--- config.mk ---
export PLATFORM = sky130hd
export DESIGN_NAME = seg_scan_capture
export DESIGN_NICKNAME = d
export VERILOG_FILES = /design/src/rtl/seg_scan_capture.sv
export SDC_FILE = /design/constraint.sdc
export NUM_CORES = 1
export LEC_CHECK = 0
export CAP_MARGIN = 40
export CORE_MARGIN = 8
export CORE_UTILIZATION = 40
export CTS_BUF_LIST = sky130_fd_sc_hd__clkbuf_16
export CTS_CLUSTER_SIZE = 10
export DETAILED_ROUTE_END_ITERATION = 12
export PLACE_DENSITY = 0.66
export SLEW_MARGIN = 40
export SYNTH_ARGS = -nofsm -noshare
export SYNTH_HDL_FRONTEND = slang
export SYNTH_SLANG_ARGS = --single-unit
export TNS_END_PERCENT = 100
--- constraint.sdc ---
create_clock -name clkin -period 2.8 [get_ports clkin]
set_clock_uncertainty 0.05 [all_clocks]
set_input_delay 0.42 -clock clkin [delete_from_list [all_inputs] [get_ports clkin]]
set_output_delay 0.42 -clock clkin [all_outputs]
set_load 0.05 [all_outputs]
--- src/rtl/seg_scan_capture.sv ---
// Receive side of a 4-digit multiplexed seven-segment scan. Synchronises the
// active-low anode/segment pins, qualifies each digit dwell, decodes it back to
// a nibble and commits the 16-bit value after FRAMES_MATCH identical frames.
// Optional macro SCAN_TIMEOUT_EN adds a watchdog that drives the stale output.
module seg_scan_capture #(
    parameter int unsigned SETTLE_CYCLES  = 4,
    parameter int unsigned FRAMES_MATCH   = 2
`ifdef SCAN_TIMEOUT_EN
    ,
    parameter int unsigned TIMEOUT_CYCLES = 65535
`endif
) (
    input  logic        clkin,
    input  logic        reset,
    input  logic [3:0]  anode_in,
    input  logic [6:0]  seg_in,
    output logic [15:0] value_out,
    output logic        valid,
    output logic        frame_err,
    output logic        stale
);

    typedef enum logic [1:0] {StIdle, StCollect, StCommit} state_e;

    localparam logic [7:0] SettleLast = 8'(SETTLE_CYCLES - 1);
    localparam logic [3:0] MatchMax   = 4'(FRAMES_MATCH);

    logic [3:0]  r_anode_m, r_anode_s;
    logic [6:0]  r_seg_m, r_seg_s;
    logic [10:0] r_pat_prev;
    logic [7:0]  r_dwell;
    logic        r_done;
    logic [10:0] w_pat;
    logic        w_changed, w_qual;
    logic        w_multi;
    logic [1:0]  w_digit_idx;
    logic        w_seg_ok;
    logic [3:0]  w_nib;
    logic        w_bad;

    state_e      r_state, w_state_nxt;
    logic [1:0]  r_idx, w_idx_nxt;
    logic [15:0] r_frame, w_frame_nxt;
    logic [15:0] r_prev_frame, w_prev_nxt;
    logic [3:0]  r_match, w_match_nxt;
    logic [15:0] r_value, w_value_nxt;
    logic        r_valid, w_valid_nxt;
    logic        r_err, w_err_nxt;

    // Two-flop synchroniser; reset to the blank (all segments/anodes off) state.
    always_ff @(posedge clkin or negedge reset) begin
        if (!reset) begin
            r_anode_m <= '1;
            r_anode_s <= '1;
            r_seg_m   <= '1;
            r_seg_s   <= '1;
        end else begin
            r_anode_m <= anode_in;
            r_anode_s <= r_anode_m;
            r_seg_m   <= seg_in;
            r_seg_s   <= r_seg_m;
        end
    end

    assign w_pat     = {r_anode_s, r_seg_s};
    assign w_changed = (w_pat != r_pat_prev);
    // Blank anodes never qualify; r_done stops a second qualification of one dwell.
    assign w_qual    = !w_changed && !r_done && (r_dwell == SettleLast) &&
                       (r_anode_s != 4'b1111);

    // Dwell counter: restart on any pattern change, otherwise count up and saturate.
    always_ff @(posedge clkin or negedge reset) begin
        if (!reset) begin
            r_pat_prev <= '1;
            r_dwell    <= '0;
            r_done     <= 1'b0;
        end else begin
            r_pat_prev <= w_pat;
            if (w_changed) begin
                r_dwell <= '0;
                r_done  <= 1'b0;
            end else begin
                if (r_dwell != 8'hFF) r_dwell <= r_dwell + 8'd1;
                if (w_qual) r_done <= 1'b1;
            end
        end
    end

    // Anode class: one-hot-low gives a digit index, anything but blank is an error.
    always_comb begin
        w_multi     = 1'b0;
        w_digit_idx = 2'd0;
        unique case (r_anode_s)
            4'b1110: w_digit_idx = 2'd0;
            4'b1101: w_digit_idx = 2'd1;
            4'b1011: w_digit_idx = 2'd2;
            4'b0111: w_digit_idx = 2'd3;
            4'b1111: w_multi     = 1'b0;
            default: w_multi     = 1'b1;
        endcase
    end

    // Segment pattern (g..a, active-low) back to a hex nibble.
    always_comb begin
        w_seg_ok = 1'b1;
        w_nib    = 4'h0;
        case (r_seg_s)
            7'b1000000: w_nib = 4'h0;
            7'b1111001: w_nib = 4'h1;
            7'b0100100: w_nib = 4'h2;
            7'b0110000: w_nib = 4'h3;
            7'b0011001: w_nib = 4'h4;
            7'b0010010: w_nib = 4'h5;
            7'b0000010: w_nib = 4'h6;
            7'b1111000: w_nib = 4'h7;
            7'b0000000: w_nib = 4'h8;
            7'b0010000: w_nib = 4'h9;
            7'b0001000: w_nib = 4'hA;
            7'b0000011: w_nib = 4'hB;
            7'b1000110: w_nib = 4'hC;
            7'b0100001: w_nib = 4'hD;
            7'b0000110: w_nib = 4'hE;
            7'b0001110: w_nib = 4'hF;
            default:    w_seg_ok = 1'b0;
        endcase
    end

    assign w_bad = w_multi || !w_seg_ok;

`ifdef SCAN_TIMEOUT_EN
    localparam logic [15:0] TimeoutVal = 16'(TIMEOUT_CYCLES);

    logic [15:0] r_wdog;
    logic        r_stale;
    logic        w_timeout;

    assign w_timeout = !w_qual && (r_wdog == TimeoutVal - 16'd1);

    // Watchdog: cycles since the last qualified digit; stale holds until the next one.
    always_ff @(posedge clkin or negedge reset) begin
        if (!reset) begin
            r_wdog  <= '0;
            r_stale <= 1'b0;
        end else if (w_qual) begin
            r_wdog  <= '0;
            r_stale <= 1'b0;
        end else begin
            if (r_wdog != TimeoutVal) r_wdog <= r_wdog + 16'd1;
            if (w_timeout) r_stale <= 1'b1;
        end
    end

    assign stale = r_stale;
`else
    assign stale = 1'b0;
`endif

    // Frame assembly FSM: next state, frame contents, match tracking and output pulses.
    always_comb begin
        w_state_nxt = r_state;
        w_idx_nxt   = r_idx;
        w_frame_nxt = r_frame;
        w_prev_nxt  = r_prev_frame;
        w_match_nxt = r_match;
        w_value_nxt = r_value;
        w_valid_nxt = 1'b0;
        w_err_nxt   = 1'b0;
        unique case (r_state)
            StIdle: begin
                if (w_qual) begin
                    if (w_bad) begin
                        w_err_nxt   = 1'b1;
                        w_match_nxt = '0;
                    end else if (w_digit_idx == 2'd0) begin
                        w_frame_nxt[3:0] = w_nib;
                        w_idx_nxt        = 2'd1;
                        w_state_nxt      = StCollect;
                    end
                end
            end
            StCollect: begin
                if (w_qual) begin
                    if (w_bad) begin
                        w_err_nxt   = 1'b1;
                        w_match_nxt = '0;
                        w_state_nxt = StIdle;
                    end else if (w_digit_idx == r_idx) begin
                        w_frame_nxt[{r_idx, 2'b00} +: 4] = w_nib;
                        if (r_idx == 2'd3) w_state_nxt = StCommit;
                        else               w_idx_nxt   = r_idx + 2'd1;
                    end else begin
                        w_err_nxt   = 1'b1;
                        w_match_nxt = '0;
                        // An out-of-order digit0 is a valid start of the next frame.
                        if (w_digit_idx == 2'd0) begin
                            w_frame_nxt[3:0] = w_nib;
                            w_idx_nxt        = 2'd1;
                        end else begin
                            w_state_nxt = StIdle;
                        end
                    end
                end
            end
            StCommit: begin
                if (r_frame == r_prev_frame) begin
                    w_match_nxt = (r_match == MatchMax) ? r_match : r_match + 4'd1;
                end else begin
                    w_match_nxt = 4'd1;
                    w_prev_nxt  = r_frame;
                end
                if (w_match_nxt == MatchMax) begin
                    w_value_nxt = r_frame;
                    w_valid_nxt = 1'b1;
                end
                w_state_nxt = StIdle;
            end
            default: w_state_nxt = StIdle;
        endcase
`ifdef SCAN_TIMEOUT_EN
        if (w_timeout) w_state_nxt = StIdle;
`endif
    end

    // FSM and datapath registers.
    always_ff @(posedge clkin or negedge reset) begin
        if (!reset) begin
            r_state      <= StIdle;
            r_idx        <= 2'd0;
            r_frame      <= '0;
            r_prev_frame <= '0;
            r_match      <= '0;
            r_value      <= '0;
            r_valid      <= 1'b0;
            r_err        <= 1'b0;
        end else begin
            r_state      <= w_state_nxt;
            r_idx        <= w_idx_nxt;
            r_frame      <= w_frame_nxt;
            r_prev_frame <= w_prev_nxt;
            r_match      <= w_match_nxt;
            r_value      <= w_value_nxt;
            r_valid      <= w_valid_nxt;
            r_err        <= w_err_nxt;
        end
    end

    assign value_out = r_value;
    assign valid     = r_valid;
    assign frame_err = r_err;

endmodule
-- Yosys cells after proc, flatten, opt, wreduce, memory -nomap -nowiden
Cells that the tools add are included.
- register bits after elaboration: 100
- input bits: 13
- logic and storage cells: 138
- add/sub/neg operators: 4
- eq/ne operators: 41
- shift-type cells: 2
- muxes and demuxes: 50
- bitwise logic cells: 2
- reductions and logical operators: 23
- operators with widths (kind ; number):
    case mux 4 bit (15 select lines) ; 1
    two-way mux 4 bit ; 14
    two-way mux 2 bit ; 15
    == test 7 bit, second input constant ; 4
    == test 7 x 5 -> 1 bit, second input constant ; 3
    == test 7 x 6 -> 1 bit, second input constant ; 3
    bitwise mux 16 bit ; 1
    == test 16 bit ; 1
    == test 4 bit, second input constant ; 4
    two-way mux 8 bit ; 2
    OR reduction 16 bit ; 1
    variable shift 4 x 6 -> 16 bit, first input constant ; 1
    indexed part select 4 x 6 -> 16 bit ; 1
    == test 7 x 2 -> 1 bit, second input constant ; 2
    == test 7 x 4 -> 1 bit, second input constant ; 2
    != test 2 bit, second input constant ; 6
    != test 4 bit, second input constant ; 3
    case mux 4 bit (3 select lines) ; 1
    AND reduction 6 bit ; 2
    two-way mux 1 bit ; 11
    != test 11 bit ; 1
    AND reduction 5 bit ; 2
    adder 8 x 1 -> 8 bit, second input constant ; 1
    == test 4 x 2 -> 1 bit, second input constant ; 2
    other kinds (26) ; 38

-- Depth between registers and ports, before layout
- depth in word-level cells: 8
- depth in mapped cells: 10
- depth with buffers taken out: 7

-- Worst setup path after synthesis
Ideal clock, no wire load.
- path kind: register to register
- from: register r_seg_s[6]
- to: register r_frame[10]
- setup time: 0.125 ns
- arrival time: 2.287 ns
- path slack: 0.338 ns
- cell stages (with the launch flop): 10
- clock period less this slack: 2.462 ns
- path through: dfstp_2 buf_4 nand4_1 or4_1 nand3_2 o41ai_2 buf_6 nor3_4 nand2_4 mux2_4
- longest elaborated chain between the ends: 7
- elaborated cells on any way between the ends: 30
- classes of those cells: 16 x eq/ne; 1 x shift; 3 x mux; 1 x bitwise; 9 x reduce/logical
- ends and longest elaborated chain (what ; line ; source):
    start, declared ; 29 ; logic [6:0] r_seg_m, r_seg_s;
    start signal, assigned ; 61 ; r_seg_s <= r_seg_m;
    parallel branches: the longest is 7 deep, another holds indexed part select 4 x 6 -> 16 bit ; n/a ;
    end signal, assigned ; 238 ; r_frame <= w_frame_nxt;
    end, declared ; 43 ; logic [15:0] r_frame, w_frame_nxt;
Parallel ways; which one is timed is not known.
A chain may end at the register's enable or synchronous reset.

-- Worst setup path after layout
- from: register r_seg_s[6]
- to: register r_frame[11]
The elaborated chain is that of the path after synthesis.

==> key figures <==
Die
  • Die Y: 127 um
  • Die X: 127 um
  • Standard-cell row count: 40
  • Core area: 0.0121 mm^2
  • Die area: 0.0162 mm^2
  • # IOs: 32
  • Initial Util: 0.410

Yosys
  • XOR/XNOR share of the synthesized area: 0.0566
  • Compound-Gate Fraction of Synth Area: 0.0725
  • Post-Syn Instances: between 400 and 500
  • Synth Net Count: 440
  • Async set-reset flop share out of synthesis: 1.00
  • Post-synth EDFFs: 0
  • Largest family of logic cells by synthesized area: simple AND/OR/NAND/NOR gates
  • Synth warn: 0
  • Cell Area, Synth: 0.00495 mm^2
  • Main flop type after synthesis: dfrtp_1
  • Fraction of synthesized area in multiplexers: 0.127
  • Count of state elements after synthesis: 100
  • Post-Synth Adder-Cell Area: 0.0303
  • Cell variety after synth: 68
  • Simple-Gate Fraction of Synth Area: 0.166
  • Post-synthesis sequential area ratio: 0.514
  • Syn_area_per_cell: 11.9 um^2

Power and ir drop
  • Total power: approximately 2.9 mW
  • Power Density: 495 mW/mm^2
  • VDD IR max: around 0.51 mV
  • Static leakage: 2.70 nW

Global route
  • Global-route wire length before repair: 15.3 mm
  • Initial antenna violation count: 0
  • Largest net degree at the start of global routing: 49
  • Grt total ovfl: 0
  • Number of global-route vias before repair: between 3000 and 4000
  • Global Route Usage Sum: 0.118

Critical path
  • Critical Path End Type: flop
  • Critical Path Fanout Max: 12
  • Data required, critical path: approximately 3000 ps
  • Critical Path AT: 2830 ps
  • WS Path Type: reg -> reg
  • Critical Path Source Type: flop

Routing
  • DR WL/cell: 14.2 um
  • DRT iter0 DRCs: 251
  • Antenna viol nets, final: 0
  • Final wirelength: 8.90 mm
  • Vias: 3184
  • Vias per inst: between 5 and 6
  • Detailed Routing Iterations Pass 1: 4
  • DRC Markers: 0

Timing
  • FMAX: 378 MHz
  • Setup TNS: 0 ps
  • Max-slew violations: 0
  • # setup viols final: 0
  • Period minus WS final: 2650 ps
  • Worst Max-Slew Pin Slew: about 630 ps
  • Worst rel slew slack: 0.582
  • Tcrit/Tclk final: 0.946
  • RSZ-0062 raised after global routing: false
  • Fin. Hold Viols: 0

Clock network
  • CTS buffer count: 9
  • Worst skew pair latency: 350 ps
  • CTS root buf: clkbuf_16
  • Sink Count: 100
  • Htree depth: 3
  • # hold bufs at CTS: 0
  • Reg clk slew, reported paths: 70 ps
  • Clock Tree Buf Depth: 2
  • TritonCTS clock tree: built

Final layout
  • Layout cell share with drive strength beyond 1: 0.270
  • Register area: 0.00254 mm^2
  • Area grow syn2layout: 17.2%
  • NumNets Final: 479
  • ANT cells: 0
  • # fillers: 1083
  • Multi-input gate area: 0.00226 mm^2

Placed design
  • Buffers on Ports: 30
  • DP HPWL: 6.49 mm
  • Gpl congestion: 0.865

Worst hold path
  • Worst min-delay path class: in -> async

Run
  • # Max-Cap Violations: 0

Outcome
  • Status: finished clean
-- final cells by class --
cell class              instances  area share
well taps                     168      0.0362
inverters                      12     0.00776
flip-flops and latches        100       0.438
multi-input cells             285       0.389
clock inverters                 6     0.00927
repair buffers                 46      0.0763
clock buffers                  10      0.0431
-- timing repair --
action	4_1_cts	5_1_grt
buffers inserted	0	1
gates resized for setup	0	2
setup endpoints to repair	0	13
-- layout by cell type, fill, tap and decap left out, types with 11 or more instances in the layout --
master           count
nand2_1             15
xor2_1              19
nor2_1              44
ha_1                12
buf_4               15
dfrtp_1             67
xnor2_1             13
mux2_4              12
inv_1               13
nand3_1             11
mux2_2              31
clkdlybuf4s50_1     29
dfstp_2             33
-- flip-flops by register name, indices dropped and copies added, names as in the netlist, 4 cells and up --
name and flops:
r_anode_m 4, r_anode_s 4, r_match 4, r_seg_s 7, value_out 16, r_pat_prev 11, r_seg_m 7, r_dwell 8
r_frame 16, r_prev_frame 16
-- worst max-delay path, stage by stage (launching register included) --
cell     delay, ps
dfstp_2        670
nand4_1        160
or4_1          460
nand3_2        120
o41ai_2         70
buf_4          190
nor3_4         360
nand2_4        130
mux2_4         310
-- power by group --
part / internal (mW) / switching, mW
sequential: 1.49 / 0.0292
combinational: 0.0530 / 0.0685
clock: 0.735 / 0.500
total: 2.28 / 0.598
-- Yosys cell counts (all sizes together) (4+ instances only) --
master / count / area [um^2]
dfrtp: 67 / 1680
mux2: 49 / 597
nor2: 44 / 165
dfstp: 33 / 867
nand2: 19 / 96.3
xor2: 19 / 166
nand3: 14 / 92.6
buf: 13 / 98.8
xnor2: 13 / 114
ha: 12 / 150
inv: 12 / 45.0
a21oi: 11 / 58.8
o21ai: 10 / 50.1
nor3: 9 / 77.6
nor4: 9 / 62.6
nand4: 8 / 50.1
and3: 5 / 31.3
clkbuf: 5 / 18.8
or3: 5 / 31.3
a211oi: 4 / 30.0
and3b: 4 / 35.0
nor2b: 4 / 25.0
nor3b: 4 / 30.0
-- worst paths after layout --
check                                       startpoint                 endpoint  slack [ps]  cells after the start
worst max-delay path              r_seg_s[6]$_DFF_PN1_  r_frame[11]$_DFFE_PN0P_         150                      8
worst min-delay path                             reset          valid$_DFF_PN0_          30                      1
worst max register to register    r_seg_s[6]$_DFF_PN1_  r_frame[11]$_DFFE_PN0P_         150                      8
worst min register to register  r_anode_m[3]$_DFF_PN1_   r_anode_s[3]$_DFF_PN1_         300                      0
max in group asynchronous                        reset  r_pat_prev[9]$_DFF_PN1_        1970                      2
min in group clkin              r_anode_m[3]$_DFF_PN1_   r_anode_s[3]$_DFF_PN1_         300                      0
-- kinds of logic (layout without fill, tap and decap cells) --
group | Yosys count | in the layout
DFF | 100 | 100
xor gates and xnor gates | 32 | 32
AOI/OAI and AO/OA | 50 | 50
muxes | 52 | 52
and+or+nand+nor | 138 | 138
other | 1 | 1
adders and majority gates | 12 | 12
buffers and inverters | 30 | 74
-- through the flow --
| stage | instances | worst slack [ps] | hold WS [ps] | utilization | cell area (um^2) |
|---|---|---|---|---|---|
| floorplan | 415 | 338 | 74.4 | - | 4950 |
| global placement | 610 | 149 | 296 | 0.454 | 5480 |
| detailed placement | 610 | 82.8 | 297 | 0.454 | 5480 |
| CTS | 626 | 93.0 | 57.2 | 0.479 | 5780 |
| global route | 627 | 17.9 | 75.3 | 0.481 | 5800 |
| finish | 627 | 152 | 32.0 | 0.481 | 5800 |
-- routing by layer --
layer	wire, um	GRT usage	part of all wire
met2	4200	0.189	0.47
met5	0	0	0
met4	136	0.0462	0.015
met1	4190	0.146	0.47
met3	372	0.0370	0.042
(Power assumes the default switching activity.)
